<file path="src/rtl/seven_seg_reader_pkg.sv">
// Shared definitions for the seven-segment bus (encoder and reader).
// Segment byte layout: bit7=a, bit6=b, ... bit1=g, bit0=dp.
// Holds the segment table, the reader FSM state type and a BCD successor helper.
package seven_seg_reader_pkg;

    localparam logic [7:0] SEG_0       = 8'hFC;
    localparam logic [7:0] SEG_1       = 8'h60;
    localparam logic [7:0] SEG_2       = 8'hDA;
    localparam logic [7:0] SEG_3       = 8'hF2;
    localparam logic [7:0] SEG_4       = 8'h66;
    localparam logic [7:0] SEG_5       = 8'hB6;
    localparam logic [7:0] SEG_6       = 8'hBE;
    localparam logic [7:0] SEG_7       = 8'hE0;
    localparam logic [7:0] SEG_8       = 8'hFE;
    localparam logic [7:0] SEG_9       = 8'hF6;
    localparam logic [7:0] SEG_BLANK   = 8'h00;
    localparam logic [7:0] SEG_DP_MASK = 8'hFE;

    typedef enum logic {
        StEmpty = 1'b0,
        StHeld  = 1'b1
    } state_e;

    // Next digit in count order, 9 wraps to 0.
    function automatic logic [3:0] next_bcd(input logic [3:0] d);
        return (d == 4'd9) ? 4'd0 : d + 4'd1;
    endfunction

endpackage

</file>
<file path="src/rtl/seven_seg_reader_seg_to_bcd.sv">
// Combinational segment pattern decoder.
// Ports:
//   pattern  in  8  segment byte, dp already masked
//   valid    out 1  pattern is one of the ten digits
//   blank    out 1  pattern is all segments off
//   bcd      out 4  decoded digit (0 when not valid)
module seven_seg_reader_seg_to_bcd
    import seven_seg_reader_pkg::*;
(
    input  logic [7:0] pattern,
    output logic       valid,
    output logic       blank,
    output logic [3:0] bcd
);

    always_comb begin
        valid = 1'b1;
        blank = 1'b0;
        bcd   = 4'd0;
        case (pattern)
            SEG_0:     bcd = 4'd0;
            SEG_1:     bcd = 4'd1;
            SEG_2:     bcd = 4'd2;
            SEG_3:     bcd = 4'd3;
            SEG_4:     bcd = 4'd4;
            SEG_5:     bcd = 4'd5;
            SEG_6:     bcd = 4'd6;
            SEG_7:     bcd = 4'd7;
            SEG_8:     bcd = 4'd8;
            SEG_9:     bcd = 4'd9;
            SEG_BLANK: begin
                valid = 1'b0;
                blank = 1'b1;
            end
            default:   valid = 1'b0;
        endcase
    end

endmodule

</file>
<file path="src/rtl/seven_seg_reader.sv">
// Receive side of the seven-segment LED bus. Debounces the segment byte, decodes each
// newly stable pattern to BCD and checks that digits arrive in count order.
// Ports:
//   clk          in   1   system clock
//   rst          in   1   synchronous reset, active-high
//   seg_in       in   8   segment byte (bit0 = dp, ignored)
//   digit_valid  out  1   one-cycle pulse, new digit accepted
//   digit        out  4   last accepted digit, held between pulses
//   pattern_err  out  1   one-cycle pulse, stable pattern neither digit nor blank
//   seq_err      out  1   one-cycle pulse with digit_valid, digit out of order
//   locked       out  1   a digit is held and no blank/error has followed
//   digit_count  out  16  accepted digits, saturating
//   err_count    out  8   pattern_err + seq_err events, saturating
module seven_seg_reader
    import seven_seg_reader_pkg::*;
#(
    parameter int unsigned STABLE_CYCLES = 16,
    parameter int unsigned CNT_W         = 5,
    parameter bit          SEQ_CHECK     = 1'b1
) (
    input  logic        clk,
    input  logic        rst,
    input  logic [7:0]  seg_in,
    output logic        digit_valid,
    output logic [3:0]  digit,
    output logic        pattern_err,
    output logic        seq_err,
    output logic        locked,
    output logic [15:0] digit_count,
    output logic [7:0]  err_count
);

    localparam logic [CNT_W-1:0] CntMax = CNT_W'(STABLE_CYCLES - 1);
    // Counter value one step before saturation; reaching CntMax on this edge means
    // the pattern first becomes stable now.
    localparam logic [CNT_W-1:0] CntPre = CNT_W'(STABLE_CYCLES - 2);

    logic [7:0]       seg_q;
    logic [7:0]       seg_prev;
    logic [CNT_W-1:0] cnt;
    logic [7:0]       last_accepted;
    state_e           state;

    logic       dec_valid;
    logic       dec_blank;
    logic [3:0] dec_bcd;
    logic       fire;
    logic       seq_hit;
    logic [1:0] err_inc;
    logic [8:0] err_sum;
    logic [7:0] err_next;

    seven_seg_reader_seg_to_bcd u_dec (
        .pattern (seg_prev),
        .valid   (dec_valid),
        .blank   (dec_blank),
        .bcd     (dec_bcd)
    );

    // Input register and stability counter.
    always_ff @(posedge clk) begin
        if (rst) begin
            seg_q    <= 8'h00;
            seg_prev <= 8'h00;
            cnt      <= '0;
        end else begin
            seg_q    <= seg_in & SEG_DP_MASK;
            seg_prev <= seg_q;
            if (seg_q != seg_prev) begin
                cnt <= '0;
            end else if (cnt != CntMax) begin
                cnt <= cnt + 1'b1;
            end
        end
    end

    always_comb begin
        // Same pattern as last accepted (glitch-and-return) is ignored.
        fire    = (seg_q == seg_prev) && (cnt == CntPre) && (seg_prev != last_accepted);
        seq_hit = SEQ_CHECK && (state == StHeld) && (dec_bcd != next_bcd(digit));
        err_inc = 2'd0;
        if (fire && dec_valid && seq_hit) begin
            err_inc = err_inc + 2'd1;
        end
        if (fire && !dec_valid && !dec_blank) begin
            err_inc = err_inc + 2'd1;
        end
        err_sum  = {1'b0, err_count} + {7'd0, err_inc};
        err_next = err_sum[8] ? 8'hFF : err_sum[7:0];
    end

    always_ff @(posedge clk) begin
        if (rst) begin
            state         <= StEmpty;
            last_accepted <= 8'h00;
            digit         <= 4'd0;
            digit_valid   <= 1'b0;
            pattern_err   <= 1'b0;
            seq_err       <= 1'b0;
            digit_count   <= 16'd0;
            err_count     <= 8'd0;
        end else begin
            digit_valid <= 1'b0;
            pattern_err <= 1'b0;
            seq_err     <= 1'b0;
            err_count   <= err_next;
            if (fire) begin
                if (dec_valid) begin
                    digit         <= dec_bcd;
                    digit_valid   <= 1'b1;
                    seq_err       <= seq_hit;
                    last_accepted <= seg_prev;
                    state         <= StHeld;
                    if (digit_count != 16'hFFFF) begin
                        digit_count <= digit_count + 16'd1;
                    end
                end else if (dec_blank) begin
                    last_accepted <= SEG_BLANK;
                    state         <= StEmpty;
                end else begin
                    pattern_err   <= 1'b1;
                    last_accepted <= seg_prev;
                    state         <= StEmpty;
                end
            end
        end
    end

    assign locked = (state == StHeld);

endmodule

</file>
<file path="config.mk">
export PLATFORM = sky130hd
export DESIGN_NAME = seven_seg_reader
export DESIGN_NICKNAME = d
export VERILOG_FILES = /design/src/rtl/seven_seg_reader_pkg.sv /design/src/rtl/seven_seg_reader_seg_to_bcd.sv /design/src/rtl/seven_seg_reader.sv
export SDC_FILE = /design/constraint.sdc
export NUM_CORES = 1
export LEC_CHECK = 0
export ABC_AREA = 0
export CORE_MARGIN = 4
export CORE_UTILIZATION = 58
export DETAILED_ROUTE_END_ITERATION = 6
export PLACE_DENSITY = 0.84
export SLEW_MARGIN = 20
export SYNTH_ARGS = -nofsm -noshare
export SYNTH_HDL_FRONTEND = slang
export SYNTH_HIERARCHICAL = 1
export SYNTH_SLANG_ARGS = --single-unit
</file>
<file path="constraint.sdc">
create_clock -name clk -period 7 [get_ports clk]
set_clock_uncertainty 0.1 [all_clocks]
set_input_delay 1.4 -clock clk [delete_from_list [all_inputs] [get_ports clk]]
set_output_delay 1.4 -clock clk [all_outputs]
set_load 0.02 [all_outputs]
</file>
# Yosys cells after proc, flatten, opt, wreduce, memory -nomap -nowiden
# Index checks and enable logic that the tools add are counted.
dict set report totals {
  inputBits 10
  elab_cells 65
  reg_bits 61
}
dict set report classes {
  n_reduce_logical 17
  addsub 5
  eq_ne 18
  n_bitwise 2
  mux 11
}
# operator n
set ops {}
lappend ops {{$eq 8x8->1 const B} 8}
lappend ops {{$pmux 4 s9} 1}
lappend ops {{$mux 8} 3}
lappend ops {{$add 16x1->16 const B} 1}
lappend ops {{$eq 8x7->1 const B} 2}
lappend ops {{$ne 16x16->1 const B} 1}
lappend ops {{$ne 8x8->1} 2}
lappend ops {{$reduce_or 10->1} 1}
lappend ops {{$add 8x2->9} 1}
lappend ops {{$eq 8x8->1} 1}
lappend ops {{$logic_not 8->1} 1}
lappend ops {{$logic_and 1x1->1} 7}
lappend ops {{$reduce_or 3->1} 2}
lappend ops {{$add 5x1->5 const B} 1}
lappend ops {{$eq 5x4->1 const B} 1}
lappend ops {{$mux 1} 5}
lappend ops {{$ne 5x4->1 const B} 1}
lappend ops {{$add 4x1->4 const B} 1}
lappend ops {{$eq 4x4->1 const B} 1}
lappend ops {{$mux 4} 1}
lappend ops {{$ne 4x4->1} 1}
lappend ops {{$reduce_or 2->1} 2}
lappend ops {{$reduce_and 3->1} 1}
lappend ops {{$add 2x1->2 const B} 1}
lappend ops {{other kinds (4)} 6}

# Logic depth before layout (Yosys ltp)
# Gate-level depths: netlist (run 1).
dict set report depth {
  depth_word 10
  ltp_mapped 20
}

# Hierarchy
# Netlist (run 1), hierarchy kept.
# module cells_each instances area_each_um2 seq_area_each_um2
set by_module_without_submodules {}
lappend by_module_without_submodules {seven_seg_reader 299 1 2698.8 1161.1}
lappend by_module_without_submodules {seven_seg_reader_seg_to_bcd 34 1 207.7 0.0}

# Worst setup path after synthesis (run 1)
# Ideal clock, no wire load.
dict set report synth_path {
  path_type {reg2reg}
  from {reg seg_prev[7]}
  to {reg err_count[7]}
  path_stages_with_launch 20
  t_arrival_ns 3.429
  required_ns 6.835
  path_slack_ns 3.406
  period_less_slack_ns 3.594
  path_cell_list {dfxtp_1 -> nand2_1 -> nor4_2 -> mux2i_1 -> a31oi_1 -> nand2_1 -> o221ai_1 -> o31ai_1 -> nand2_1 -> nand3_1 -> and3_1 -> ha_1 -> ha_1 -> inv_1 -> fa_1 -> nor2b_1 -> and2_1 -> nor2_1 -> mux2_2 -> nor2_1}
}
dict set report synth_via {
  elab_chain_cells 10
  elab_cells_between_ends 32
  classes_between {2 x add/sub; 13 x eq/ne; 6 x mux; 11 x reduce/logical}
}
# item line_no
set synth_lines {}
lappend synth_lines {{start: declaration} seven_seg_reader.sv:39} ;# logic [7:0] seg_prev;
lappend synth_lines {{start signal: assignment} seven_seg_reader.sv:68} ;# seg_prev <= seg_q;
lappend synth_lines {{$eq 8x8->1 / $eq 8x7->1 (equally long branches)} seven_seg_reader_seg_to_bcd.sv:20} ;# case (pattern)
lappend synth_lines {{$pmux 4 s9 (*)} seven_seg_reader_seg_to_bcd.sv:20}
lappend synth_lines {{net dec_bcd[1]} seven_seg_reader.sv:46} ;# logic [3:0] dec_bcd;
lappend synth_lines {{$ne 4x4->1 (*)} seven_seg_reader.sv:80} ;# seq_hit = SEQ_CHECK && (state == StHeld) && (dec_bcd != next_bcd(digit));
lappend synth_lines {{$logic_and 1x1->1 (*)} seven_seg_reader.sv:80}
lappend synth_lines {{$logic_and 1x1->1 (*)} seven_seg_reader.sv:82} ;# if (fire && dec_valid && seq_hit) begin
lappend synth_lines {{$mux 1 (*)} seven_seg_reader.sv:82}
lappend synth_lines {{$add 2x1->2} seven_seg_reader.sv:86} ;# err_inc = err_inc + 2'd1;
lappend synth_lines {{$mux 2 (*)} seven_seg_reader.sv:85} ;# if (fire && !dec_valid && !dec_blank) begin
lappend synth_lines {{$add 8x2->9 (*)} seven_seg_reader.sv:88} ;# err_sum = {1'b0, err_count} + {7'd0, err_inc};
lappend synth_lines {{$mux 8 (*)} seven_seg_reader.sv:89} ;# err_next = err_sum[8] ? 8'hFF : err_sum[7:0];
lappend synth_lines {{end signal: assignment} seven_seg_reader.sv:106} ;# err_count <= err_next;
lappend synth_lines {{end: declaration} seven_seg_reader.sv:30} ;# output logic [7:0] err_count
# Mark *: on every way through the listed nets, which the timed path passes. The rest lies on a longest branch.
# A chain may end at the register's enable or synchronous reset.

# Worst setup path in the final report (run 1)
dict set report layout_path {
  from {reg seg_prev[6]}
  to {reg err_count[5]}
}
dict set report layout_via {
  elab_chain_cells 10
  elab_cells_between_ends 32
  classes_between {2 x add/sub; 13 x eq/ne; 6 x mux; 11 x reduce/logical}
}
# item line_no
set layout_lines {}
lappend layout_lines {{$eq 8x8->1 / $eq 8x7->1 (equally long branches)} seven_seg_reader_seg_to_bcd.sv:20}
lappend layout_lines {{$reduce_or 10->1 (no line) (*)} -}
lappend layout_lines {{$mux 1 (*)} seven_seg_reader_seg_to_bcd.sv:20}
lappend layout_lines {{net dec_valid} seven_seg_reader.sv:44} ;# logic dec_valid;
lappend layout_lines {{$logic_and 1x1->1 (2 in series)} seven_seg_reader.sv:82}
lappend layout_lines {{$mux 1} seven_seg_reader.sv:82}
lappend layout_lines {{$add 2x1->2} seven_seg_reader.sv:86}
lappend layout_lines {{$mux 2 (*)} seven_seg_reader.sv:85}
lappend layout_lines {{$add 8x2->9 (*)} seven_seg_reader.sv:88}
lappend layout_lines {{$mux 8 (*)} seven_seg_reader.sv:89}
# Marked as above.

==> flow_summary_export.csv, run 1 <==
group,metric,value,unit
synthesis,synth_area,0.00291,mm²
global_route,grt_max_degree,59,
synthesis,yosysTopAreaCell,"dfxtp_1",
place,dpl.hpwl,3920,µm
critical_path,start_kind,"register",
final_layout,syn_to_final_growth,21.4,%
sta,worstMarginPinSlew,1.02,ns
clock_network,cts.path.max_buffers,2,
sta,final_max_slew_viol_count,0,
run_status,status,"finished clean",
sta,setup-violations-final,0,
die,start_util,60.7,%
route,drc,0,
final_layout,nets,393,
clock_network,htreeDepth,3,
die,core_area,0.00479,mm²
synthesis,synth_warnings,6,
synthesis,seq_area_frac_synth,39.9,%
synthesis,synth_seq_cells,58,
global_route,grt_pass1_wl,10300,µm
synthesis,synthXorXnorAreaFrac,7.23,%
synthesis,synth_fa_ha_area_share,3.70,%
clock_network,clk_pin_slew,0.06,ns
synthesis,synth_top_area_share,39.9,%
synthesis,ys.flop_type,"dfxtp_1",
route,totalWireLength,6030,µm
sta,rsz0062_at_grt,"no",
critical_path,critPathCaptureType,"register",
place,dpl-instance-area,0.00335,mm²
global_route,grt_remaining_overflow,0,
power_and_ir_drop,cellLeakagePower,1.21,nW
critical_path,cp_data_required_time,7.15,ns
sta,min_period,4.25,ns
synthesis,synthMuxAreaShare,4.69,%
critical_path,path_max_fanout,15,
die,die_w,78.8,µm
clock_network,cts_made_buffers,9,
sta,hold_viol_final,0,
global_route,grt_pass1_vias,2342,
synthesis,synth_compound_gate_area_share,11.3,%
die,die-area,0.00621,mm²
synthesis,synth_area_leaders,"dfxtp_1, nor2b_1, a21oi_1",
critical_path,critPathKind,"reg -> reg",
route,ant_nets,0,
synthesis,syn_avg_cell_area,8.73,µm²
synthesis,synthDistinctLibCells,47,
sta,fmax,0.235,GHz
synthesis,synth_edf_count,0,
sta,finalCritPeriodShare,60.7,%
die,num_rows,25,
global_route,grt.total_usage,20.8,%
job,cap_violations,0,
critical_path,arrival,4.40,ns
sta,timing.setup.tns,0,ns
die,ios,42,
final_layout,drive_above_1_share,6.84,%
clock_network,post_cts_resized,0,
clock_network,root_buffer,"clkbuf_8",
synthesis,synth_top_family_by_area,"simple AND/OR/NAND/NOR gates",
route,wl_per_cell,13.5,µm
power_and_ir_drop,pwr_density_cell,184,mW/mm²
power_and_ir_drop,peakVddDrop,0.000141,V
final_layout,fin_area,0.00353,mm²
final_layout,diodes,0,
place,gp_congestion,0.804,
clock_network,cts-hold-fix-buffers,0,
global_route,antenna_found_initial,0,
clock_network,cts.sink_count,58,
route,drt_pass1_iterations,4,
route,via_count,2485,
clock_network,clk_latency,0.33,ns
route,vias_per_cell,5.56,
synthesis,synthArstFlopShare,0,%
worst_hold_path,hp-class,"reg -> reg",
clock_network,cts_tree,"built",
synthesis,syn_inst,333,
clock_network,post_cts_buffers,0,
synthesis,synthSimpleGateAreaFrac,29.3,%
place,portBuffers,40,
sta,relSlewSlack,32.2,%
route,drt_iter0_drc,174,
die,die_height,78.8,µm
-- routing by layer --
metal	track usage, %	vias to the layer above	share of wire, %
met2	34.7	50	47
met4	10.1	0	2.0
met5	0	-	0
li1	-	1264	-
met3	4.65	13	3.6
met1	25.1	1158	47
-- sequential cells by signal, summed over array words and instances (netlist names) --
signal and flops:
locked 1, seg_q 7, digit_count 16, seq_err 1, last_accepted 7, cnt 5, err_count 8, digit_valid 1
pattern_err 1, digit 4, seg_prev 7
-- through the flow --
| step | power (mW) | instances | util (%) | hold slack [ns] | setup WS [ns] |
|---|---|---|---|---|---|
| after floorplan | 0.367 | 336 | - | 0.344 | 3.41 |
| after global placement | 0.376 | 431 | 69.9 | 0.349 | 2.84 |
| after detailed placement | 0.377 | 431 | 69.9 | 0.358 | 2.81 |
| after CTS | 0.655 | 447 | 73.7 | 0.366 | 2.77 |
| after global routing | 0.674 | 447 | 73.7 | 0.385 | 2.37 |
| final | 0.651 | 447 | 73.7 | 0.368 | 2.75 |
-- cell usage in the layout (no fill, tap or decap), types with 4 or more instances in the layout --
master and count:
a21oi_1 26, nor4_1 5, or4_1 6, o21ai_0 4
nand2_1 26, o31ai_1 7, xnor2_1 11, nand2b_1 4
mux2i_1 8, inv_1 11, and3_1 10, dfxtp_1 58
nand4_1 8, nand3_1 15, clkdlybuf4s50_1 39, conb_1 4
xor2_1 13, nor2_1 24, nor3_1 11, ha_1 7
nor2b_1 24, mux2_2 5, clkbuf_8 12
-- where the power goes --
part | switching, mW | internal, mW | total [mW] | leakage [nW]
Clock | 0.124 | 0.156 | 0.281 | 0.0965
Sequential | 0.00633 | 0.334 | 0.340 | 0.470
Combinational | 0.0163 | 0.0131 | 0.0294 | 0.644
-- Yosys cell counts, types with 2 or more instances --
| library cell | n |
|---|---|
| a211oi_1 | 2 |
| a21oi_1 | 26 |
| a311oi_1 | 2 |
| a31oi_1 | 3 |
| a41oi_1 | 3 |
| and2_1 | 3 |
| and3_1 | 10 |
| and4_1 | 3 |
| buf_2 | 5 |
| clkbuf_1 | 8 |
| dfxtp_1 | 58 |
| ha_1 | 7 |
| inv_1 | 11 |
| mux2_2 | 5 |
| mux2i_1 | 8 |
| nand2_1 | 26 |
| nand2b_1 | 4 |
| nand3_1 | 15 |
| nand3b_1 | 3 |
| nand4_1 | 8 |
| nor2_1 | 24 |
| nor2b_1 | 24 |
| nor3_1 | 11 |
| nor4_1 | 5 |
| o21ai_0 | 4 |
| o31ai_1 | 7 |
| or4_1 | 6 |
| xnor2_1 | 11 |
| xor2_1 | 13 |
-- final timing paths --
path	from	endpoint	slack (ns)	cells after the start
hold reg to reg	last_accepted[4]	last_accepted[4]	0.37	2
setup reg to reg	seg_prev[6]	err_count[5]	2.75	15
setup / recovery	seg_prev[6]	err_count[5]	2.75	15
hold / removal	last_accepted[4]	last_accepted[4]	0.37	2
-- critical path, stage by stage, from the launching register on --
cell and delay (ns):
dfxtp_1 0.62, or3b_1 0.39, a21oi_1 0.17, o211ai_1 0.10
a41oi_1 0.23, buf_4 0.24, and4_1 0.56, and3_1 0.23
ha_1 0.14, ha_1 0.15, inv_1 0.05, fa_1 0.40
nor2b_1 0.16, and2_1 0.20, nand3_1 0.23, a21oi_1 0.19
-- cell type report --
cell class	count	area, µm²
multi-input cells	253	1650
fillers	379	1260
flip-flops and latches	58	1160
well taps	67	83.8
clock buffers	14	173
repair buffers	42	410
inverters	11	41.3
clock inverters	2	10.0
-- logic make-up after synthesis --
family | Yosys count
simple gates | 151
mux | 13
xor+xnor | 24
fa+ha+maj | 8
compound gates | 53
other cells | 1
buf+inv | 25
flops | 58
No activity file was read; power rests on OpenSTA's default activity.
==> run 2: changes to the inputs <==
--- a/config.mk
+++ b/config.mk
@@ -7,9 +7,9 @@
 export LEC_CHECK = 0
 export ABC_AREA = 0
 export CORE_MARGIN = 4
-export CORE_UTILIZATION = 58
+export CORE_UTILIZATION = 54
 export DETAILED_ROUTE_END_ITERATION = 6
-export PLACE_DENSITY = 0.84
+export PLACE_DENSITY = 0.79
 export SLEW_MARGIN = 20
 export SYNTH_ARGS = -nofsm -noshare
 export SYNTH_HDL_FRONTEND = slang
==> constraint.sdc (replaced) <==
create_clock -name clk -period 4.3 [get_ports clk]
set_clock_uncertainty 0.1 [all_clocks]
set_input_delay 0.86 -clock clk [delete_from_list [all_inputs] [get_ports clk]]
set_output_delay 0.86 -clock clk [all_outputs]
set_load 0.02 [all_outputs]
==> flow_summary_export.csv, run 2 (synthesized netlist as in run 1, its figures left out) <==
group,metric,value,unit
run_status,status,"finished clean",
final_layout,diodes,0,
critical_path,path_max_fanout,9,
critical_path,critPathKind,"reg -> reg",
die,core_area,0.00517,mm²
sta,hold_viol_final,0,
route,vias_per_cell,5.52,
critical_path,slowest_stage,"dfxtp_1",
clock_network,cts_made_buffers,9,
die,ios,42,
power_and_ir_drop,p_int,801,µW
critical_path,r2r_cells,17,
final_layout,drive_above_1_share,9.09,%
power_and_ir_drop,cellLeakagePower,1.24,nW
power_and_ir_drop,peakVddDrop,0.000307,V
clock_network,cts_tree,"built",
global_route,grt.total_usage,21.3,%
die,num_rows,26,
sta,fin_ws,0.432,ns
power_and_ir_drop,pwr_density_cell,290,mW/mm²
critical_path,slowest_delay,0.50,ns
global_route,grt_max_degree,59,
final_layout,fin_cells,455,
die,start_util,56.2,%
place,dp_slack,0.264,ns
global_route,grt_pass1_vias,2425,
place,dpl.hpwl,4230,µm
final_layout,final_cell_mix,"dfxtp_1, clkdlybuf4s50_1, nand2_1, a21oi_1",
clock_network,post_cts_resized,0,
worst_hold_path,hp-class,"reg -> reg",
sta,final_max_slew_viol_count,0,
final_layout,largest_reg_flops,16,
sta,finalCritPeriodShare,89.9,%
final_layout,syn_to_final_growth,22.9,%
final_layout,nets,399,
clock_network,cts.path.max_buffers,2,
critical_path,cp_data_required_time,4.45,ns
place,gp_congestion,0.843,
place,portBuffers,40,
global_route,antenna_found_initial,0,
final_layout,top_register,"digit_count",
worst_hold_path,hold_depth,2,
die,die_w,81.4,µm
clock_network,clk_latency,0.33,ns
clock_network,htreeDepth,3,
route,wl_per_cell,13.5,µm
die,die-area,0.00662,mm²
route,drt_iter0_drc,153,
sta,relSlewSlack,32.1,%
sta,setup-violations-final,0,
power_and_ir_drop,p_switching,237,µW
route,drt_pass1_iterations,4,
clock_network,root_buffer,"clkbuf_8",
final_layout,largestRegisters,"digit_count (16), err_count (8)",
sta,worstMarginPinSlew,1.02,ns
critical_path,crit_buf_inv,1,
critical_path,critPathCaptureType,"register",
critical_path,arrival,4.01,ns
power_and_ir_drop,p_comb_share,5.0,%
critical_path,worstSetupPathDepth,17,
route,via_count,2513,
route,drc,0,
power_and_ir_drop,swShare,22.8,%
global_route,grt_remaining_overflow,0,
place,placedCellCount,440,
sta,min_period,3.87,ns
critical_path,crit_chain,"nand2_1, nor4_2, mux2i_1, a31oi_2, nand2b_1, nand4_1, mux2i_1, nand3_1, and3_1, ha_1, ha_1, inv_1, fa_1, nor2b_1, and2_1, nand3_1, a21oi_1",
critical_path,r2r_slack,0.43,ns
critical_path,critPathTopFamily,"simple AND/OR/NAND/NOR gates",
critical_path,start_kind,"register",
sta,fmax,0.259,GHz
final_layout,final_common_cell,"dfxtp_1",
job,cap_violations,0,
clock_network,post_cts_buffers,0,
route,ant_nets,0,
final_layout,fillers,434,
clock_network,clk_pin_slew,0.06,ns
power_and_ir_drop,p_seq_share,53.2,%
route,totalWireLength,6120,µm
global_route,grt_pass1_wl,10900,µm
clock_network,cts-hold-fix-buffers,0,
power_and_ir_drop,clkPwrFrac,41.8,%
die,die_height,81.4,µm
clock_network,cts.sink_count,58,
## run 2: cell count changes in the layout (fill, tap and decap cells not counted)
cell | before | now
a31oi_2 | 0 | 1
clkbuf_8 | 12 | 11
dfxtp_1 | 58 | 56
clkinv_2 | 2 | 3
dfxtp_2 | 0 | 2
buf_4 | 2 | 8
clkbuf_1 | 2 | 1
a31oi_1 | 3 | 2
## run 2: per-layer routing
| layer | global-route usage (%) | part of all wire (%) | wire [µm] | vias to the layer above |
|---|---|---|---|---|
| li1 | - | - | - | 1278 |
| met1 | 26.5 | 47 | 2850 | 1176 |
| met2 | 35.2 | 48 | 2960 | 53 |
| met3 | 4.21 | 4.0 | 245 | 6 |
| met4 | 9.80 | 0.93 | 57 | 0 |
| met5 | 0 | 0 | 0 | - |
## run 2: worst min-delay path, delay by kind of cell (launching register included)
family	cells	cell delay, ns
simple gates	1	0.05
flops	1	0.31
compound gates	1	0.05
## run 2: path summary, 6_finish.rpt
| path | to | from |
|---|---|---|
| setup / recovery | err_count[1] | seg_prev[6] |
| hold / removal | last_accepted[7] | last_accepted[7] |
| setup reg to reg | err_count[1] | seg_prev[6] |
| hold reg to reg | last_accepted[7] | last_accepted[7] |
## run 2: cell type report
type / instances / area, µm² / area share (%)
clock buffers: 12 / 155 / 4.34
clock inverters: 3 / 15.0 / 0.420
inverters: 11 / 41.3 / 1.16
multi-input cells: 253 / 1660 / 46.3
flip-flops and latches: 58 / 1160 / 32.6
well taps: 70 / 87.6 / 2.45
repair buffers: 48 / 455 / 12.7
## run 2: through the flow
step / total power [mW] / hold slack (ns) / util (%) / TNS, ns / area (µm²)
6_report: 1.04 / 0.361 / 69.1 / 0 / 3570
4_1_cts: 1.05 / 0.365 / 68.9 / 0 / 3560
3_5_place_dp: 0.615 / 0.357 / 65.6 / 0 / 3390
2_1_floorplan: 0.598 / 0.344 / - / 0 / 2920
3_3_place_gp: 0.614 / 0.350 / 65.6 / 0 / 3390
5_1_grt: 1.08 / 0.389 / 69.1 / -0.000356 / 3570
## run 2: power groups by stage
stage               combinational [mW]  clock [mW]  sequential [mW]
floorplan                       0.0355           0            0.563
global placement                0.0502           0            0.563
detailed placement              0.0513           0            0.564
CTS                             0.0519       0.447            0.552
global route                    0.0587       0.466            0.553
finish                          0.0518       0.434            0.553
==> edit 1, RTL diff (flow settings as in run 2) <==
`STABLE_CYCLES`: 16 -> 15.
--- a/src/rtl/seven_seg_reader.sv
+++ b/src/rtl/seven_seg_reader.sv
@@ -14,7 +14,7 @@
 module seven_seg_reader
     import seven_seg_reader_pkg::*;
 #(
-    parameter int unsigned STABLE_CYCLES = 16,
+    parameter int unsigned STABLE_CYCLES = 15,
     parameter int unsigned CNT_W         = 5,
     parameter bit          SEQ_CHECK     = 1'b1
 ) (
Check against the original RTL: same outputs for any inputs over 10 cycles, from zero or initial values and one cycle with rst high; that may be too few to reach the edited logic, so the function may still have changed.
==> edit 1 against run 2 <==
Die area is 0.63% lower. Worst hold slack better by 5.8 ps. Routed wire length shrank 1.3%. Clock power increased by 17%. Total power rose by 7.1%. Combinational power shrank 6.6%. Setup slack worse by 33 ps. Synthesized area is 0.69% lower. Final cell count rose by 0.22%. Sequential power is essentially flat. Maximum frequency decreased by 0.86%. Utilization increased by 0.83 points. Sequential cell count stayed put. Cell area increased by 0.56%. Critical endpoint is now err_count[7]$_SDFF_PP0_. Highest routed layer unchanged.
==> edit 1: results <==
group,metric,value,unit
grt,grt_pass1_vias,2325,
grt,grt_max_degree,32,
worst_hold_path,hp-class,"flip-flop to flip-flop",
finish,drive_above_1_share,9.845,%
finish,fin_nets,399,
synthesis,yosysSeqAreaShare,40.23,%
placement,portBuffers,40,
synthesis,synth_area_leaders,"dfxtp_1 40%, nor2b_1 4.8%, a21oi_1 4.5%, xnor2_1 4.2%, xor2_1 3.3%",
detailed_routing,first_pass_iters,4,
detailed_routing,drt_iter0_markers,144,
finish,num-fill-cells,416,
finish,reg_top3,"digit_count x16, err_count x8",
clock_tree,cts_root_buffer,"clkbuf_8",
placement,dpl_worst_slack,171.9,ps
pwr,p_leak,1.247,nW
detailed_routing,drt_wl_total,6039,um
clock_tree,clk-insertion-delay-late,350,ps
placement,dp_hpwl,4280,um
placement,placed_area,3366,um2
outcome,status,"complete, no violations",
synthesis,yosys_warnings,6,
clock_tree,htreeDepth,3,
finish,n_antenna_cell,0,
grt,track_usage,20.29,%
clock_tree,clk_pin_slew,70,ps
synthesis,async_reset_ff_share,0,%
synthesis,synth_edf_count,0,
sta,tightestPinTransition,557.4,ps
clock_tree,cts_buffers,9,
critical_path,path_max_fanout,10,
critical_path,critPathArrivalTime,4090,ps
placement,gp_congestion,0.8117,
synthesis,yosys-top-cells-count,"58 x dfxtp_1, 26 x a21oi_1, 22 x nor2b_1",
grt,antenna_found_initial,0,
pwr,peakVddDrop,0.0002784,V
clock_tree,clk_path_buf_depth,2,
synthesis,yosysUniqueCellTypes,44,
grt,grt_pass1_wl,10300,um
detailed_routing,vias,2518,
[edit 1: cell types whose count changed in the layout (fill, tap and decap cells not counted), sizes merged, moves of 4 or more]
| cell | run 2 | this run |
|---|---|---|
| nand2b | 4 | 12 |
| and3 | 10 | 6 |
| nand2 | 26 | 18 |
| or3 | 0 | 10 |
| nor2 | 24 | 17 |
| o21ai | 4 | 18 |
[edit 1: worst max-delay path: stages, from the launching register on]
cell and delay, ps:
dfxtp_2 450, nand2_1 150, nor4_2 270, mux2i_1 150, a31oi_1 180, buf_4 160, xnor2_1 60, o31ai_1 180
nand4b_1 110, a21oi_1 230, nor3b_2 90, ha_1 290, ha_1 170, inv_1 60, fa_1 400, nor2b_1 170
and2_1 220, nor2_1 50, mux2_2 250, nor2_1 80
[edit 1: final cells by class]
class                      instances  share of cell area [%]
timing repair buffer              46                   12.26
tap                               70                   2.437
clock inverter                     6                   1.845
clock buffer                      10                   3.830
sequential                        58                   32.49
inverter                          13                   1.358
multi-input combinational        253                   45.79
[edit 1: kinds of logic (layout without fill, tap and decap cells)]
family	count (synthesis)	in the layout	share of synthesized area, %
AND/OR/NAND/NOR	143	143	28.13
adder cells (fa/ha/maj)	8	8	3.728
other	1	4	0.1299
AO/OA/AOI/OAI	61	61	12.09
buffers and inverters	27	75	3.771
XOR/XNOR	25	25	7.586
flip-flops	58	58	40.23
multiplexers	12	12	4.335
[edit 1: power breakdown]
part / internal [mW] / switching [mW] / leakage (nW)
clock network: 0.283 / 0.227 / 0.0945
logic: 0.0237 / 0.0247 / 0.680
registers: 0.544 / 0.0102 / 0.472
[edit 1: worst paths after layout]
check                           cells after the start                    from  slack (ps)                 endpoint
worst max-delay path                               19  seg_prev[7]$_SDFF_PP0_         400  err_count[7]$_SDFF_PP0_
worst max register to register                     19  seg_prev[7]$_SDFF_PP0_         400  err_count[7]$_SDFF_PP0_
worst min register to register                      1     seg_q[7]$_SDFF_PP0_         370   seg_prev[7]$_SDFF_PP0_
worst min-delay path                                1     seg_q[7]$_SDFF_PP0_         370   seg_prev[7]$_SDFF_PP0_
[edit 1: stage by stage]
| step | cells | util, % |
|---|---|---|
| 2_1_floorplan | 338 | - |
| 3_3_place_gp | 440 | 65.48 |
| 3_5_place_dp | 440 | 65.48 |
| 4_1_cts | 456 | 69.45 |
| 5_1_grt | 456 | 69.91 |
| 6_report | 456 | 69.91 |
[edit 1: timing repair]
action                     CTS  global route
setup endpoints to repair    0             8
setup buffers                0             0
gates resized for setup      0             9
[edit 1: routing by layer]
metal  wire length, um  global-route usage, %  up-vias
li1                  -                      -     1275
met1              2623                  23.63     1171
met2              2973                  34.48       60
met3               317                  4.767       12
met4               125                  10.64        0
met5                 0                      0        -
==> edit 2, RTL diff (settings of run 2) <==
Without the edit above. Register the output `digit_valid` once more; this adds one clock of latency there. The other outputs are not delayed to match. Comments in the files are not updated.
--- a/src/rtl/seven_seg_reader.sv
+++ b/src/rtl/seven_seg_reader.sv
@@ -34,6 +34,8 @@
     // Counter value one step before saturation; reaching CntMax on this edge means
     // the pattern first becomes stable now.
     localparam logic [CNT_W-1:0] CntPre = CNT_W'(STABLE_CYCLES - 2);
+
+    logic digit_valid_s0;
 
     logic [7:0]       seg_q;
     logic [7:0]       seg_prev;
@@ -94,20 +96,20 @@
             state         <= StEmpty;
             last_accepted <= 8'h00;
             digit         <= 4'd0;
-            digit_valid   <= 1'b0;
+            digit_valid_s0 <= 1'b0;
             pattern_err   <= 1'b0;
             seq_err       <= 1'b0;
             digit_count   <= 16'd0;
             err_count     <= 8'd0;
         end else begin
-            digit_valid <= 1'b0;
+            digit_valid_s0 <= 1'b0;
             pattern_err <= 1'b0;
             seq_err     <= 1'b0;
             err_count   <= err_next;
             if (fire) begin
                 if (dec_valid) begin
                     digit         <= dec_bcd;
-                    digit_valid   <= 1'b1;
+                    digit_valid_s0 <= 1'b1;
                     seq_err       <= seq_hit;
                     last_accepted <= seg_prev;
                     state         <= StHeld;
@@ -128,5 +130,9 @@
 
     assign locked = (state == StHeld);
 
+    always_ff @(posedge clk) begin
+        digit_valid <= digit_valid_s0;
+    end
+
 endmodule
 
Check against the original RTL: same outputs for any inputs over 10 cycles, from zero or initial values and one cycle with rst high; that may be too few to reach the edited logic, so the function may still have changed.
==> edit 2 against run 2 <==
Die area increased by 0.62%. Cell area increased by 1.6%. Synthesized area increased by 0.69%. Sequential power increased by 1%. Combinational power about the same. Total power increased by 11%. Largest power group unchanged. First-iteration DRC count increased by 14%. Count of clock-buffer cells in the layout increased by 1. Routed wire length decreased by 0.64%. Synthesized cell count increased by 0.30%. Sequential share of layout area about the same. Setup slack improved by 8.9 ps. Via count increased by 1.3%. Sequential cell count increased by 1.
==> edit 2: results <==
group,metric,value,unit
outcome,status,"complete, no violations",
detailed_routing,wl_met3,278,um
sta,slew_headroom,33.31,%
synthesis,yosys-top-cells-count,"59 x dfxtp_1, 26 x a21oi_1, 26 x nand2_1",
placement,dp_hpwl,4328,um
grt,grt_pass1_vias,2434,
pwr,p_per_area,316.0,nW/um2
synthesis,synth-compound-area-share,11.24,%
pwr,p_leak,1.258,nW
finish,drive_above_1_share,8.549,%
synthesis,syn_inst,334,
grt,use_met2,34.61,%
placement,gp_congestion,0.8390,
detailed_routing,routedWlPerCell,13.34,um
detailed_routing,wl_met2,2897,um
synthesis,synthMuxAreaShare,4.660,%
synthesis,synthXorXnorAreaFrac,7.183,%
finish,num-fill-cells,408,
synthesis,synthAdderAreaFrac,3.677,%
detailed_routing,vias,2545,
placement,dp_cells,441,
pwr,pwr-share-seq,48.9,%
sta,fmax,259.1,MHz
grt,grtUsageMet1,24.22,%
grt,track_usage,20.52,%
pwr,intPower,0.9160,mW
grt,use_met3,4.825,%
synthesis,yosysSeqAreaShare,40.36,%
pwr,p_comb_share,4.5,%
detailed_routing,detail_route.vias_per_cell,5.581,
[edit 2: layout make-up]
type                       instances  share of cell area (%)
clock buffer                      13                   4.099
clock inverter                     2                   1.653
inverter                          11                   1.137
multi-input combinational        253                   45.57
sequential                        59                   32.59
tap                               70                   2.411
timing repair buffer              48                   12.54
[edit 2: per-stage QoR]
| step | area (um2) | util, % |
|---|---|---|
| finish | 3632 | 70.22 |
| global route | 3632 | 70.22 |
| CTS | 3623 | 70.05 |
| detailed placement | 3415 | 66.01 |
| global placement | 3415 | 66.01 |
| floorplan | 2938 | - |
[edit 2: final timing paths]
| path | start | endpoint | cells after the start |
|---|---|---|---|
| min | digit_valid_s0$_SDFF_PP0_ | digit_valid$_DFF_P_ | 0 |
| min reg2reg | digit_valid_s0$_SDFF_PP0_ | digit_valid$_DFF_P_ | 0 |
| max | seg_prev[3]$_SDFF_PP0_ | err_count[0]$_SDFF_PP0_ | 18 |
| max reg2reg | seg_prev[3]$_SDFF_PP0_ | err_count[0]$_SDFF_PP0_ | 18 |
